$ cat config.mk
export PLATFORM = sky130hd
export DESIGN_NAME = sdram_arbit
export DESIGN_NICKNAME = d
export VERILOG_FILES = /design/src/rtl/sdram_pkg.sv /design/src/rtl/sdram_cmd_mux.sv /design/src/rtl/sdram_arbit.sv
export SDC_FILE = /design/constraint.sdc
export NUM_CORES = 1
export LEC_CHECK = 0
export CORE_MARGIN = 2
export CORE_UTILIZATION = 36
export DETAILED_ROUTE_END_ITERATION = 10
export PLACE_DENSITY = 0.83
export SLEW_MARGIN = 20
export SYNTH_ARGS = -nofsm -noshare
export SYNTH_HDL_FRONTEND = slang
export SYNTH_SLANG_ARGS = --single-unit
$ cat constraint.sdc
create_clock -name sys_clk -period 1.8 [get_ports sys_clk]
set_input_delay 0.18 -clock sys_clk [delete_from_list [all_inputs] [get_ports sys_clk]]
set_output_delay 0.18 -clock sys_clk [all_outputs]
set_load 0.03 [all_outputs]
$ cat src/rtl/sdram_pkg.sv
// Shared SDRAM definitions: command encodings, bus widths and arbiter states.
package sdram_pkg;

   localparam int unsigned CMD_W  = 4;
   localparam int unsigned BA_W   = 2;
   localparam int unsigned ADDR_W = 12;
   localparam int unsigned DQ_W   = 16;

   // Command encodings as {cs_n, ras_n, cas_n, we_n}
   localparam logic [CMD_W-1:0] SDR_NOP       = 4'b0111;
   localparam logic [CMD_W-1:0] SDR_PRECHARGE = 4'b0010;
   localparam logic [CMD_W-1:0] SDR_AUTOREF   = 4'b0001;
   localparam logic [CMD_W-1:0] SDR_ACTIVE    = 4'b0011;
   localparam logic [CMD_W-1:0] SDR_READ      = 4'b0101;
   localparam logic [CMD_W-1:0] SDR_WRITE     = 4'b0100;
   localparam logic [CMD_W-1:0] SDR_MRS       = 4'b0000;

   localparam logic [BA_W-1:0]   SDR_IDLE_BA      = 2'b11;
   localparam logic [ADDR_W-1:0] SDR_IDLE_ADDR    = 12'hFFF;
   localparam logic [15:0]       SDR_TIMEOUT_MAX  = 16'd2047;

   typedef enum logic [2:0] {
      ST_INIT  = 3'd0,
      ST_ARBIT = 3'd1,
      ST_AREF  = 3'd2,
      ST_WRITE = 3'd3,
      ST_READ  = 3'd4
   } arb_state_t;

   // True for the states in which an engine owns the bus
   function automatic logic is_op(input arb_state_t s);
      return (s == ST_AREF) || (s == ST_WRITE) || (s == ST_READ);
   endfunction

endpackage

$ cat src/rtl/sdram_cmd_mux.sv
// Combinational cmd/ba/addr select by current bus owner.
module sdram_cmd_mux
   import sdram_pkg::*;
#(
   parameter logic [CMD_W-1:0]  IDLE_CMD  = SDR_NOP,
   parameter logic [BA_W-1:0]   IDLE_BA   = SDR_IDLE_BA,
   parameter logic [ADDR_W-1:0] IDLE_ADDR = SDR_IDLE_ADDR
) (
   input  arb_state_t        i_sel,
   input  logic [CMD_W-1:0]  i_init_cmd,
   input  logic [BA_W-1:0]   i_init_ba,
   input  logic [ADDR_W-1:0] i_init_addr,
   input  logic [CMD_W-1:0]  i_ar_cmd,
   input  logic [BA_W-1:0]   i_ar_ba,
   input  logic [ADDR_W-1:0] i_ar_addr,
   input  logic [CMD_W-1:0]  i_wr_cmd,
   input  logic [BA_W-1:0]   i_wr_ba,
   input  logic [ADDR_W-1:0] i_wr_addr,
   input  logic [CMD_W-1:0]  i_rd_cmd,
   input  logic [BA_W-1:0]   i_rd_ba,
   input  logic [ADDR_W-1:0] i_rd_addr,
   output logic [CMD_W-1:0]  o_cmd,
   output logic [BA_W-1:0]   o_ba,
   output logic [ADDR_W-1:0] o_addr
);

   // Route the owning engine's bus; idle pattern when nobody owns it
   always_comb begin
      o_cmd  = IDLE_CMD;
      o_ba   = IDLE_BA;
      o_addr = IDLE_ADDR;
      case (i_sel)
         ST_INIT: begin
            o_cmd  = i_init_cmd;
            o_ba   = i_init_ba;
            o_addr = i_init_addr;
         end
         ST_AREF: begin
            o_cmd  = i_ar_cmd;
            o_ba   = i_ar_ba;
            o_addr = i_ar_addr;
         end
         ST_WRITE: begin
            o_cmd  = i_wr_cmd;
            o_ba   = i_wr_ba;
            o_addr = i_wr_addr;
         end
         ST_READ: begin
            o_cmd  = i_rd_cmd;
            o_ba   = i_rd_ba;
            o_addr = i_rd_addr;
         end
         default: ;
      endcase
   end

endmodule

$ cat src/rtl/sdram_arbit.sv
// SDRAM bus arbiter: init until init_done, then fixed-priority
// refresh > write > read, non-preemptive with a per-operation timeout.
module sdram_arbit
   import sdram_pkg::*;
#(
   parameter logic [3:0]  CMD_NOP     = SDR_NOP,
   parameter logic [1:0]  IDLE_BA     = SDR_IDLE_BA,
   parameter logic [11:0] IDLE_ADDR   = SDR_IDLE_ADDR,
   parameter logic [15:0] TIMEOUT_MAX = SDR_TIMEOUT_MAX
) (
   input  logic        sys_clk,
   input  logic        sys_rst_n,
   input  logic        init_done,
   input  logic [3:0]  init_cmd,
   input  logic [1:0]  init_ba,
   input  logic [11:0] init_addr,
   input  logic        ar_req,
   input  logic        ar_end,
   input  logic [3:0]  ar_cmd,
   input  logic [1:0]  ar_ba,
   input  logic [11:0] ar_addr,
   input  logic        wr_req,
   input  logic        wr_end,
   input  logic [3:0]  wr_cmd,
   input  logic [1:0]  wr_ba,
   input  logic [11:0] wr_addr,
   input  logic        wr_sdram_en,
   input  logic [15:0] wr_sdram_data,
   input  logic        rd_req,
   input  logic        rd_end,
   input  logic [3:0]  rd_cmd,
   input  logic [1:0]  rd_ba,
   input  logic [11:0] rd_addr,
   output logic        ar_en,
   output logic        wr_en,
   output logic        rd_en,
   output logic        sdram_cke,
   output logic        sdram_cs_n,
   output logic        sdram_ras_n,
   output logic        sdram_cas_n,
   output logic        sdram_we_n,
   output logic [1:0]  sdram_ba,
   output logic [11:0] sdram_addr,
   output logic [15:0] sdram_dq_out,
   output logic        sdram_dq_oe,
   output logic        arb_timeout
);

   arb_state_t  r_state;
   arb_state_t  w_next;
   logic [15:0] r_cnt;
   logic        r_ar_en;
   logic        r_wr_en;
   logic        r_rd_en;
   logic        r_timeout;
   logic        r_cke;
   logic        w_owner_end;
   logic        w_timeout;
   logic        w_stay_op;
   logic [3:0]  w_mux_cmd;
   logic [1:0]  w_mux_ba;
   logic [11:0] w_mux_addr;

   // Next-state selection: init_done loss dominates, then owner end, then timeout
   always_comb begin
      w_next      = r_state;
      w_timeout   = 1'b0;
      w_owner_end = 1'b0;
      case (r_state)
         ST_AREF:  w_owner_end = ar_end;
         ST_WRITE: w_owner_end = wr_end;
         ST_READ:  w_owner_end = rd_end;
         default:  w_owner_end = 1'b0;
      endcase
      if (!init_done) begin
         w_next = ST_INIT;
      end else begin
         case (r_state)
            ST_INIT:  w_next = ST_ARBIT;
            ST_ARBIT: begin
               if (ar_req)      w_next = ST_AREF;
               else if (wr_req) w_next = ST_WRITE;
               else if (rd_req) w_next = ST_READ;
            end
            ST_AREF, ST_WRITE, ST_READ: begin
               if (w_owner_end) begin
                  w_next = ST_ARBIT;
               end else if (r_cnt == TIMEOUT_MAX) begin
                  w_next    = ST_ARBIT;
                  w_timeout = 1'b1;
               end
            end
            default: w_next = ST_INIT;
         endcase
      end
   end

   assign w_stay_op = is_op(r_state) && (w_next == r_state);

   // State, timeout counter, grant pulses and clock enable
   always_ff @(posedge sys_clk or negedge sys_rst_n) begin
      if (!sys_rst_n) begin
         r_state   <= ST_INIT;
         r_cnt     <= '0;
         r_ar_en   <= 1'b0;
         r_wr_en   <= 1'b0;
         r_rd_en   <= 1'b0;
         r_timeout <= 1'b0;
         r_cke     <= 1'b0;
      end else begin
         r_state   <= w_next;
         r_cnt     <= w_stay_op ? r_cnt + 16'd1 : '0;
         r_ar_en   <= (r_state == ST_ARBIT) && (w_next == ST_AREF);
         r_wr_en   <= (r_state == ST_ARBIT) && (w_next == ST_WRITE);
         r_rd_en   <= (r_state == ST_ARBIT) && (w_next == ST_READ);
         r_timeout <= w_timeout;
         r_cke     <= 1'b1;
      end
   end

   sdram_cmd_mux #(
      .IDLE_CMD  (CMD_NOP),
      .IDLE_BA   (IDLE_BA),
      .IDLE_ADDR (IDLE_ADDR)
   ) u_cmd_mux (
      .i_sel       (r_state),
      .i_init_cmd  (init_cmd),
      .i_init_ba   (init_ba),
      .i_init_addr (init_addr),
      .i_ar_cmd    (ar_cmd),
      .i_ar_ba     (ar_ba),
      .i_ar_addr   (ar_addr),
      .i_wr_cmd    (wr_cmd),
      .i_wr_ba     (wr_ba),
      .i_wr_addr   (wr_addr),
      .i_rd_cmd    (rd_cmd),
      .i_rd_ba     (rd_ba),
      .i_rd_addr   (rd_addr),
      .o_cmd       (w_mux_cmd),
      .o_ba        (w_mux_ba),
      .o_addr      (w_mux_addr)
   );

   // r_cke is cleared asynchronously by reset, so gating on it forces the
   // idle pattern onto the pins the moment reset asserts.
   assign {sdram_cs_n, sdram_ras_n, sdram_cas_n, sdram_we_n} = r_cke ? w_mux_cmd : CMD_NOP;
   assign sdram_ba     = r_cke ? w_mux_ba   : IDLE_BA;
   assign sdram_addr   = r_cke ? w_mux_addr : IDLE_ADDR;

   assign sdram_dq_oe  = (r_state == ST_WRITE) && wr_sdram_en;
   assign sdram_dq_out = (r_state == ST_WRITE) ? wr_sdram_data : '0;

   assign ar_en       = r_ar_en;
   assign wr_en       = r_wr_en;
   assign rd_en       = r_rd_en;
   assign arb_timeout = r_timeout;
   assign sdram_cke   = r_cke;

endmodule

# ---- Word level (Yosys, flattened, before mapping)
# Index checks and enable logic that the tools add are counted.
dict set report classes {
  muxes 20
  addsub 1
  eq_ne 9
  n_reduce_logical 9
}
# cell count
set op_table {}
lappend op_table {{12-bit one-hot mux with 4 select lines} 1}
lappend op_table {{16-bit two-way mux} 2}
lappend op_table {{3-bit two-way mux} 6}
lappend op_table {{16-bit by 1-bit adder with 16-bit output (second input constant)} 1}
lappend op_table {{16-bit by 11-bit == test with 1-bit output (second input constant)} 1}
lappend op_table {{4-bit one-hot mux with 4 select lines} 1}
lappend op_table {{3-bit by 2-bit == test with 1-bit output (second input constant)} 4}
lappend op_table {{12-bit two-way mux} 1}
lappend op_table {{3-bit one-hot mux with 3 select lines} 1}
lappend op_table {{2-bit one-hot mux with 4 select lines} 1}
lappend op_table {{3-bit == test (second input constant)} 2}
lappend op_table {{1-bit logical AND} 5}
lappend op_table {{1-bit two-way mux} 4}
lappend op_table {{4-bit two-way mux} 1}
lappend op_table {{3-bit by 1-bit == test with 1-bit output (second input constant)} 1}
lappend op_table {{3-bit == test} 1}
lappend op_table {{3-bit logical NOT} 1}
lappend op_table {{1-bit one-hot mux with 3 select lines} 1}
lappend op_table {{3-bit OR reduction} 1}
lappend op_table {{1-bit logical OR} 2}
lappend op_table {{2-bit two-way mux} 1}
dict set report totals {
  inputBits 98
  output_inout_bits 40
  word_cells 46
  register_bits 24
}

# ---- Depth between registers and ports, before layout
# Gate-level depths: netlist of run 1.
dict set report depth {
  word_depth 8
  depth_mapped 7
  depth_no_buf 5
}

# ---- Modules after synthesis
# A second synthesis of run 1 with hierarchy kept.
dict set report hier_totals {
  cells_unflattened 250
  hier_area_um2 2247.2
}
# mod area_each_um2 cells_per_inst n_inst
set modules_own_cells {}
lappend modules_own_cells {sdram_arbit 1475.2 163 1}
lappend modules_own_cells {sdram_cmd_mux 772.0 87 1}

# ---- Least setup slack after synthesis of run 1
# OpenSTA, ideal clock, no wires.
dict set report synth_timing {
  path_type {reg-to-output}
  from {register r_state[2]}
  to {output sdram_addr[0]}
  path_stages_with_launch 6
  arrival_ns 1.766
  n_path_buf 2
  path_slack_ns -0.146
  cell_sequence {dfrtp_1 > clkbuf_1 > nor2b_1 > clkbuf_1 > a22oi_1 > o21ai_0}
}
dict set report synth_between {
  elab_chain_cells 3
  word_cells_on_any_way 6
  cone_classes {3 x eq/ne; 2 x mux; 1 x reduce/logical}
}
# item line_no
set synth_rtl {}
lappend synth_rtl {{start, declared} sdram_arbit.sv:49} ;# arb_state_t r_state;
lappend synth_rtl {{start signal, assigned} sdram_arbit.sv:111} ;# r_state <= w_next;
lappend synth_rtl {{3-bit == test, or another cell as far along} sdram_cmd_mux.sv:32} ;# case (i_sel)
lappend synth_rtl {{12-bit one-hot mux with 4 select lines (*)} sdram_cmd_mux.sv:32}
lappend synth_rtl {{12-bit two-way mux (*)} sdram_arbit.sv:148} ;# assign sdram_addr = r_cke ? w_mux_addr : IDLE_ADDR;
lappend synth_rtl {{end, declared} sdram_arbit.sv:43} ;# output logic [11:0] sdram_addr,
# Every way passes the cells marked *; elsewhere a longest branch is shown, timed or not.

# ---- Final worst setup path of run 1
dict set report layout_timing {
  from {register r_state[1]}
  to {output sdram_addr[10]}
}
# The elaborated chain is that of the path after synthesis.

==> run summary, run 1 <==
dpl hpwl - 5540 um
clk_skew - 7.24 ps
area delta synth->final - 112%
IO Pins - 138
setup_tns - -5370 ps
largest net degree at the start of global routing - 25
Die H - 78.9 um
CTS tree - yes
Sink Count - 24
total gr overflow - 0
Yosys warnings - 0
CP required - 1620 ps
Post-route DRC - 0
initial antenna violation count - 0
Detailed Route WL - 9500 um
num rows - 27
top cell type's share of synthesized area - 29.7%
share of layout cells above drive strength 1 - 36.5%
HP Class - in2async
port bufs - 137
reg2reg path depth - 8
Yosys top cell by area - dfrtp_1
Leakage - 1.71 nW
gpl congestion - 0.908
power density cells - 532 nW/um^2
synth cell count leaders - 25 x nor2_1, 24 x dfrtp_1, 17 x and3_1
routed vias/inst - 5.74
Yosys cell types - 41
maximum VDD drop - 0.000343 V
Placed Cells - 465
WP data arrival - 1830 ps
ys flop type - dfrtp_1
syn_area_per_cell - 7.96 um^2
ANT cells - 0
layout net count - 525
asr flop ratio synth - 100%
Crit Path Class - reg2out
H-tree depth - 1
Clock Tree Buf Depth - 2
Worst-path clk slew - 90 ps
Final Hold Vio Count - 0
period utilization - 112%
Yosys reg bits - 24
Worst R2R End - r_cnt[11]
fmax - 497 MHz
Starting Density - 36.9%
Place WS - -212 ps
Post-Synthesis Cells - 254
worst hold slack - 248 ps
core area - 5470 um^2
Cell Area, Synth - 2020 um^2
crit end category - primary output
Seq/Total Area, Yosys - 29.7%
failing checks - setup timing
final non-filler cell total - 497
number of flops mapped to enable cells by yosys - 0
post-DR wirelength/cell - 19.1 um
Detail Route Antenna Nets - 0
die width - 78.9 um
CP startpoint kind - register
top-count cell post-synth - nor2_1
Max Used Layer - met4
CTS Buf Count - 3
clk_lat worst skew - 280 ps
vias in the first global route - 2,740
root buf cell - clkbuf_8
reg2reg start - r_state[1]
total track usage - 26.8%
r2r setup slk - -90 ps
syn nets - 353
first-pass GRT wire length - 13,200 um
fin. max-slew vios - 0
first-pass detailed-route iteration total - 4
outcome - finished with violations
MaxCap Viol Count - 0
setup ws final - -212 ps
Met2 Wirelength - 4800 um
CP Max Fanout - 7
wire length on met3 - 662 um
via count - 2,851
die area - 6230 um^2
final core occ - 78.4%
RSZ-0062 raised after global routing - true
Final Setup Violations - 50
Tmin final - 2010 ps
M1 WL - 3430 um
dominant cells by area after synthesis - dfrtp_1 30%, and3_1 5.3%, mux2i_1 5.0%, nor2_1 4.6%, xnor2_1 3.9%
DR iter-0 viols - 244
==> worst max-delay path: stages, from the launching register on <==
cell	delay (ps)
dfrtp_1	400
buf_4	140
or3b_4	450
o22ai_1	250
o211ai_1	130
buf_4	190
==> worst max-delay path by stage <==
stage / startpoint / endpoint / cells past startpoint
floorplan: r_state[1] / sdram_addr[8] / 5
global placement: r_state[0] / sdram_addr[1] / 4
detailed placement: r_state[0] / sdram_cas_n / 4
CTS: r_state[0] / sdram_addr[6] / 5
global route: r_state[1] / sdram_addr[10] / 5
finish: r_state[1] / sdram_addr[10] / 5
==> cell families after synthesis <==
logic type	share of synthesized area, %
flops	29.7
compound gates	19.7
buf+inv	5.75
fa+ha+maj	0.619
other cells	0.185
xor+xnor	6.06
mux	6.06
simple gates	31.9
==> power breakdown <==
group          leakage (nW)  internal, mW  switching (mW)
sequential            0.328         0.551          0.0134
combinational          1.34         0.671           0.563
clock                0.0357         0.298           0.188
total                  1.71          1.52           0.764
==> state kept, by name, summed over array words and instances, names as in the netlist <==
signal	flops
arb_timeout	1
r_cnt	16
r_state	3
rd_en	1
ar_en	1
sdram_cke	1
wr_en	1
==> metal layers <==
| metal | GRT usage [%] | up-vias |
|---|---|---|
| li1 | - | 1262 |
| met1 | 32.2 | 1349 |
| met2 | 44.9 | 186 |
| met3 | 5.11 | 54 |
| met4 | 15.2 | 0 |
| met5 | 0 | - |
==> area by class of cell <==
cell class	count	area [um^2]
fillers	337	1180
clock inverters	1	30.0
clock buffers	3	41.3
well taps	72	90.1
flip-flops and latches	24	603
multi-input cells	206	1620
inverters	5	18.8
repair buffers	186	1890
==> stage by stage <==
step                power, mW  area, um^2
detailed placement       1.46        3490
finish                   2.28        4290
global route             2.38        4290
CTS                      2.12        3960
floorplan                1.02        2020
global placement         1.45        3490
==> cell usage in the layout (no fill, tap or decap), drive strengths merged, types with 10 or more instances in the layout <==
cell and count:
nand2 16, nor3 10, nor2 35, and3 17, dfrtp 24, o21ai 15
clkdlybuf4s50 102, buf 81, a21oi 13, mux2i 10
==> timing repair <==
action | in CTS | in global routing
cloned | 4 | 1
setup buffers | 15 | 10
pin swaps | 21 | 22
hold buffers | 0 | 0
gates resized for setup | 105 | 66
endpoints found under the setup margin | 52 | 50
Note: power is estimated with default switching activity, not from simulation.
==> inputs of run 2 (changes only) <==
--- a/config.mk
+++ b/config.mk
@@ -5,10 +5,13 @@
 export SDC_FILE = /design/constraint.sdc
 export NUM_CORES = 1
 export LEC_CHECK = 0
+export CELL_PAD_IN_SITES_DETAIL_PLACEMENT = 0
+export CELL_PAD_IN_SITES_GLOBAL_PLACEMENT = 1
 export CORE_MARGIN = 2
-export CORE_UTILIZATION = 36
+export CORE_UTILIZATION = 24
 export DETAILED_ROUTE_END_ITERATION = 10
-export PLACE_DENSITY = 0.83
+export GPL_ROUTABILITY_DRIVEN = 0
+export PLACE_DENSITY = 0.82
 export SLEW_MARGIN = 20
 export SYNTH_ARGS = -nofsm -noshare
 export SYNTH_HDL_FRONTEND = slang
==> run summary, run 2 (synthesis results as in run 1) <==
outcome - finished with violations
failing checks - setup timing
Hold-fix buffers, CTS - 0 (unchanged)
final core occ - 48.8% (-30 points)
HP Class - in2async
initial antenna violation count - 0 (unchanged)
largest reg by FF count - r_cnt
Int Power - 1.42 mW (-6.7%)
Worst-path clk slew - 90 ps (about the same)
largest registers - r_cnt x16, r_state x3
Max Used Layer - met4
most common cell after layout, fill and taps aside - clkdlybuf4s50_1
power density cells - 526 nW/um^2 (-1.2%)
CP startpoint kind - register
Clock Tree Buf Depth - 2 (unchanged)
MaxCap Viol Count - 0 (unchanged)
max reg flops - 16 (unchanged)
Sink Count - 24 (unchanged)
Crit Path Class - reg2out
maximum VDD drop - 0.000364 V (+6.1%)
Starting Density - 24.7% (-12 points)
total track usage - 14.9% (-12 points)
crit end category - primary output
Clock Power Share - 22.6% (+1.3 points)
Sw Ratio - 32.4% (-1.0 points)
via count - 2,569 (-9.9%)
DR iter-0 viols - 119 (-51%)
RSZ-0062 raised after global routing - true
vias in the first global route - 2,308 (-16%)
largest net degree at the start of global routing - 32 (+28%)
root buf cell - clkbuf_8
CTS tree - yes
Final Cell Area - 3990 um^2 (-7.1%)
first-pass GRT wire length - 10,900 um (-17%)
die area - 9170 um^2 (+47%)
most frequent cells in the layout - 102 x clkdlybuf4s50_1, 52 x buf_4, 23 x buf_6
H-tree depth - 1 (unchanged)
CTS Buf Count - 3 (unchanged)
num rows - 33 (+22%)
total gr overflow - 0 (unchanged)
Flop pwr share - 27.2% (+2.5 points)
layout net count - 519 (-1.1%)
Leakage - 1.67 nW (-2.3%)
Tmin final - 1920 ps (-96.9 ps)
clk_skew - 8.19 ps (+0.952 ps)
IO Pins - 138 (unchanged)
switching power total - 0.680 mW (-11%)
period utilization - 106% (-5.4 points)
port bufs - 137 (unchanged)
first-pass detailed-route iteration total - 4 (unchanged)
Comb pwr share - 50.2% (-3.8 points)
Detail Route Antenna Nets - 0 (unchanged)
Detailed Route WL - 7840 um (-17%)
fmax - 522 MHz (+5.1%)
WP data arrival - 1740 ps (-90 ps)
setup ws final - -115 ps (+96.9 ps)
core area - 8180 um^2 (+49%)
Post-route DRC - 0 (unchanged)
CP Max Fanout - 7 (unchanged)
CP required - 1620 ps (about the same)
Placed Area - 3550 um^2 (+1.5%)
M1 WL - 3320 um (-3.2%)
worst hold slack - 260 ps (+12.2 ps)
fin. max-slew vios - 0 (unchanged)
routed vias/inst - 4.90 (-15%)
setup_tns - -1080 ps (+4290 ps)
clk_lat worst skew - 270 ps (about the same)
wire length on met3 - 506 um (-24%)
ANT cells - 0 (unchanged)
die width - 95.8 um (+21%)
Met2 Wirelength - 3950 um (-18%)
Die H - 95.8 um (+21%)
share of layout cells above drive strength 1 - 30.5% (-5.9 points)
area delta synth->final - 97.2%
Final Setup Violations - 28 (-44%)
post-DR wirelength/cell - 15.0 um (-22%)
dpl hpwl - 5610 um (+1.4%)
Pwr Total - 2.10 mW (-8.1%)
Final Hold Vio Count - 0 (unchanged)
[run 2: cell count changes in the layout (fill, tap and decap cells not counted), sizes merged]
cell	change
clkbuf	-1
bufbuf	-1
buf	-4
[run 2: worst paths after layout]
path                              end  slack (ps)        from  cells after the start
min reg2reg                  r_cnt[0]         540    r_cnt[0]                      2
min                         r_cnt[13]         260   sys_rst_n                      2
max                        sdram_cs_n        -120  r_state[0]                      6
max in group asynchronous  r_state[0]        1280   sys_rst_n                      2
min in group sys_clk            rd_en         530      rd_req                      3
max reg2reg                  r_cnt[5]          80  r_state[0]                      7
[run 2: layer usage]
layer  vias to the layer above  global-route usage (%)
li1                       1246                       -
met1                      1232                    21.0
met2                        84                    24.1
met3                         7                    2.27
met4                         0                    3.33
met5                         -                       0
[run 2: metrics by stage]
stage	setup slack, ps	instances
after floorplan	17.5	254
after global placement	-215	501
after detailed placement	-229	501
after CTS	-68.4	520
after global routing	-167	524
final	-115	524
[run 2: layout make-up]
class	instances	area [um^2]
fill	801	4190
clock inverter	1	30.0
clock buffer	3	41.3
inverter	5	18.8
tap	105	131
timing repair buffer	180	1730
multi-input combinational	206	1430
sequential	24	603
[run 2: timing repair]
item / in CTS / in global routing
hold endpoints to repair: 0 / 0
setup buffers: 11 / 3
pin swaps: 2 / 5
setup endpoints to repair: 43 / 46
gates resized for setup: 81 / 44
gates cloned: 4 / 1
[run 2: critical path, stage by stage, from the launching register on]
cell	delay [ps]
dfrtp_2	480
buf_4	170
mux2_4	300
a22oi_2	120
o21ai_0	90
and2_1	170
buf_6	140
[run 2: power by group through the flow]
stage,clock (mW),sequential (mW),combinational (mW)
after floorplan,0,0.577,0.447
after global placement,0,0.575,0.887
after detailed placement,0,0.576,0.892
after CTS,0.480,0.570,0.969
after global routing,0.505,0.574,1.13
final,0.474,0.571,1.05
==> edit 1, RTL diff (settings of run 1) <==
`SDR_TIMEOUT_MAX`: 16'd2047 -> 16'd1023.
--- a/src/rtl/sdram_pkg.sv
+++ b/src/rtl/sdram_pkg.sv
@@ -17,7 +17,7 @@
 
    localparam logic [BA_W-1:0]   SDR_IDLE_BA      = 2'b11;
    localparam logic [ADDR_W-1:0] SDR_IDLE_ADDR    = 12'hFFF;
-   localparam logic [15:0]       SDR_TIMEOUT_MAX  = 16'd2047;
+   localparam logic [15:0]       SDR_TIMEOUT_MAX  = 16'd1023;
 
    typedef enum logic [2:0] {
       ST_INIT  = 3'd0,
Check against the original RTL: no difference found for any inputs over 10 cycles, from zero or initial values and one cycle with sys_rst_n low; that may be too few to reach the edited logic, so the function may still have changed.
==> edit 1 against run 1 <==
The run still ends with setup timing left; worst setup slack got worse by 39 ps; sequential cell count unchanged; synthesized cell count increased by 0.79%; utilization decreased by 2.6 points; clock power decreased by 25%; global-route usage decreased by 1.5 points; routed wire length increased by 0.40%; area after synthesis increased by 0.19%; cell count unchanged; power decreased by 6.8%; sequential power increased by 1%; cell area decreased by 3.4%; worst hold slack improved by 23 ps.
==> edit 1: results (changes against run 1) <==
placed cell count 481 (+3.4%); CP arrival 1870 ps (+40 ps); ratio of cells with drive above 1 in the final layout 0.329 (-0.0353); commonest cells in the netlist nor2_1 (28), dfrtp_1 (24), and2_1 (20), nand2_1 (18), nor3_1 (17); worst vdd ir 0.307 mV (-10%); Worst Reg-to-Reg Cells 7 (-1); XOR/XNOR share of the synthesized area 0.0432 (-0.0174); clk_lat worst skew 260 ps (-20 ps); worst slack, placed -191 ps (+20.7 ps); failing checks setup timing; DRT iter0 DRCs 183 (-25%); setup ws final -251 ps (-39.1 ps); Final setup viols 52 (+4.0%); vias in the first global route 2694 (-1.7%); main area contributors after synthesis dfrtp_1 (30%), and2_1 (6.2%), nor2_1 (5.2%); Seq pwr share 0.268 (+0.021); Adder-Cell Fraction of Synth Area 0.00618 (-0.0000115); wire per inst 19.2 um (+0.40%); final WL 9.53 mm (+0.40%); Sw Pwr 0.000765 W (+0.11%); mux contribution to synthesized area 0.0661 (+0.00545); status finished with violations; Top delay family on crit path buffers and inverters; first-pass GRT wire length 12.6 mm (-4.4%); fillers 358 (+6.2%); CP peak stage delay 430 ps (-20 ps); Post-Route Skew 2.10 ps (-5.15 ps); Setup TNS Final -7570 ps (-2210 ps); syn avg cell area 7.91 sq um (-0.60%); Final Wtd Congestion 0.849 (-6.5%)
edit 1: repair_timing:
item | CTS | global route
buffers inserted | 7 | 2
gates cloned | 2 | 1
setup endpoints to repair | 53 | 54
pin swaps | 12 | 14
resized for setup | 42 | 67
hold buffers | 0 | 0
edit 1: worst paths after layout:
| kind | endpoint | from | slack, ps |
|---|---|---|---|
| setup / recovery | sdram_ba[1] | r_state[0] | -250 |
| hold reg to reg | r_cnt[0] | r_cnt[0] | 470 |
| setup reg to reg | r_cnt[13] | r_state[0] | -220 |
| hold / removal | r_cnt[11] | sys_rst_n | 270 |
| min in group sys_clk | r_cnt[0] | r_cnt[0] | 470 |
| max in group asynchronous | r_state[1] | sys_rst_n | 1280 |
edit 1: layer usage:
layer  track usage  part of all wire
met5             0                 0
met4        0.0707             0.026
met3        0.0386             0.060
met2         0.463              0.54
met1         0.306              0.37
edit 1: worst register-to-register path: stages (launching register included):
cell	delay [ps]
dfrtp_1	400
buf_6	130
buf_4	170
or3b_2	480
a21oi_1	310
a31oi_4	60
buf_12	180
a211oi_1	200
edit 1: metrics by stage:
stage | hold slack (ps) | cell area (sq um) | power [W]
finish | 271 | 4150 | 0.00213
floorplan | -116 | 2030 | 0.00106
global placement | 445 | 3600 | 0.00153
CTS | 287 | 3860 | 0.00198
detailed placement | 459 | 3600 | 0.00154
global route | 310 | 4150 | 0.00222
edit 1: cells by family after synthesis:
kind of cell	Yosys count
AOI/OAI and AO/OA	64
xor gates and xnor gates	10
DFF	24
buffers and inverters	25
muxes	13
and+or+nand+nor	118
other	1
adders and majority gates	1
edit 1: final cells by class:
type,count,area [sq um],area share
inverters,8,32.5,0.00785
repair buffers,182,1790,0.432
well taps,72,90.1,0.0217
clock buffers,4,55.1,0.0133
multi-input cells,207,1570,0.380
flip-flops and latches,24,604,0.146
==> edit 2, RTL diff (flow settings as in run 1) <==
Without the edit above. Make the reset (`sys_rst_n`) synchronous in one clocked block. Comments in the files are not updated.
--- a/src/rtl/sdram_arbit.sv
+++ b/src/rtl/sdram_arbit.sv
@@ -98,7 +98,7 @@
    assign w_stay_op = is_op(r_state) && (w_next == r_state);
 
    // State, timeout counter, grant pulses and clock enable
-   always_ff @(posedge sys_clk or negedge sys_rst_n) begin
+   always_ff @(posedge sys_clk) begin
       if (!sys_rst_n) begin
          r_state   <= ST_INIT;
          r_cnt     <= '0;
Function: differs if sys_rst_n is asserted again (counterexample within 4 cycles, from zero or initial values and one cycle with sys_rst_n low); with sys_rst_n held inactive, the same outputs for 10 cycles.
==> edit 2 against run 1 <==
The flow still finishes with violations (setup timing); clock power is 4.1% lower; cell area decreased by 4.7%; critical path depth rose by 2; worst setup slack better by 78 ps; utilization up 2.2 points; clock skew decreased by 1.5 ps; sequential cell count is the same; sequential power is 4.4% lower; power down 26%; routed wire length grew 8.2%; area after synthesis down 6.6%; critical endpoint is now sdram_cs_n; largest cell class unchanged; highest routed layer unchanged.
==> edit 2: results (changes against run 1) <==
commonest cells in the netlist nor2_1 (38), nand2_1 (27), dfxtp_1 (24), o21ai_0 (21); initial antenna violation count 1 (+1); Async S/R FF share, synth 0 (-1.00); Placed Area 0.00351 sq mm (+0.39%); leakage power 1.66 nW (-2.9%); syn_nets 365 (+3.4%); post-synth cell types 46 (+12%); fillers 289 (-14%); setup ws final -134 ps (+78.2 ps); Seq/Total Area, Yosys 0.254 (-0.0426); Slew @ Worst Pin 508 ps; htree depth 1 (unchanged); worst vdd ir 0.480 mV (+40%); Final setup viols 24 (-52%); Primary FF master, synth dfxtp_1; post-DP HPWL 6.25 mm (+13%); DRT iter0 DRCs 146 (-40%); worst slack, placed -143 ps (+68.5 ps); failing checks setup timing; Final Wtd Congestion 0.942 (+3.7%); Port-buffer cells 137 (unchanged); status finished with violations; fin nets 548 (+4.4%); total track usage 0.262 (-0.00578); Worst Path Max Fanout 15 (+8); vias in the first global route 2534 (-7.5%); ratio of cells with drive above 1 in the final layout 0.328 (-0.0366); main area contributors after synthesis dfxtp_1 (25%), nor2_1 (7.6%), and3_1 (5.6%); CP arrival 1750 ps (-80 ps); Post-Route Skew 5.74 ps (-1.50 ps); Hold WC Path Type in2reg; final WL 10.3 mm (+8.2%); first-pass GRT wire length 12.7 mm (-4.0%); Max Root-Sink Buffers 2 (unchanged); via count 2950 (+3.5%); largest net degree at the start of global routing 33 (+32%)
## edit 2: cell count changes in the layout (fill, tap and decap cells not counted), sizes merged, moves of 7 or more
cell / change
buf: +11
dfrtp: -24
dfxtp: +24
nand2: +11
nand3: +10
o211ai: -7
o21ai: +7
## edit 2: stage by stage
| stage | hold slack (ps) | std cells | setup TNS [ps] | utilization |
|---|---|---|---|---|
| 2_1_floorplan | 208 | 266 | -703 | - |
| 3_3_place_gp | 504 | 494 | -1150 | 0.691 |
| 3_5_place_dp | 522 | 494 | -2150 | 0.691 |
| 4_1_cts | 529 | 501 | -1260 | 0.734 |
| 5_1_grt | 541 | 519 | -4080 | 0.806 |
| 6_report | 528 | 519 | -1580 | 0.806 |
## edit 2: worst paths after layout
kind	to	start	cells after the start
setup / recovery	sdram_cs_n	r_state[2]	7
hold / removal	sdram_cke	sys_rst_n	2
setup reg to reg	r_cnt[13]	r_cnt[8]	7
hold reg to reg	r_cnt[0]	r_cnt[0]	2
## edit 2: per-layer routing
layer  vias to the layer above  track usage  share of wire
met5                         -            0              0
met4                         0       0.0673          0.054
met3                        61       0.0557          0.084
met2                       169        0.470           0.49
met1                      1396        0.317           0.37
li1                       1324            -              -
## edit 2: cell families after synthesis
| logic type | count (synthesis) | synth area share |
|---|---|---|
| AND/OR/NAND/NOR | 126 | 0.337 |
| AO/OA/AOI/OAI | 64 | 0.217 |
| buffers and inverters | 25 | 0.0550 |
| flip-flops | 24 | 0.254 |
| XOR/XNOR | 14 | 0.0649 |
| multiplexers | 12 | 0.0656 |
| adder cells (fa/ha/maj) | 1 | 0.00663 |
## edit 2: critical path: stages, from the launching register on
cell and delay (ps):
dfxtp_4 390, buf_12 170, mux2i_4 260, nor2_1 80, a21oi_1 170, o21ai_1 110, nor2b_2 170, buf_6 140
## edit 2: power breakdown
part / switching (W) / total (W) / leakage (nW) / internal (W)
Sequential: 0.00000729 / 0.000539 / 0.198 / 0.000532
Clock: 0.000169 / 0.000466 / 0.0357 / 0.000297
Combinational: 0.000299 / 0.000684 / 1.42 / 0.000384
## edit 2: what timing repair did
item                                    4_1_cts  5_1_grt
gates resized for setup                      35       57
endpoints found under the setup margin       51       44
hold buffers                                  0        0
pin swaps                                    13       20
setup buffers                                 2       15
gates cloned                                  1        2
## edit 2: final cells by class
class                   count  area share
repair buffers            196       0.459
multi-input cells         218       0.374
well taps                  70      0.0214
inverters                   6     0.00673
flip-flops and latches     24       0.121
clock buffers               3      0.0101
diodes                      1    0.000612
clock inverters             1     0.00734
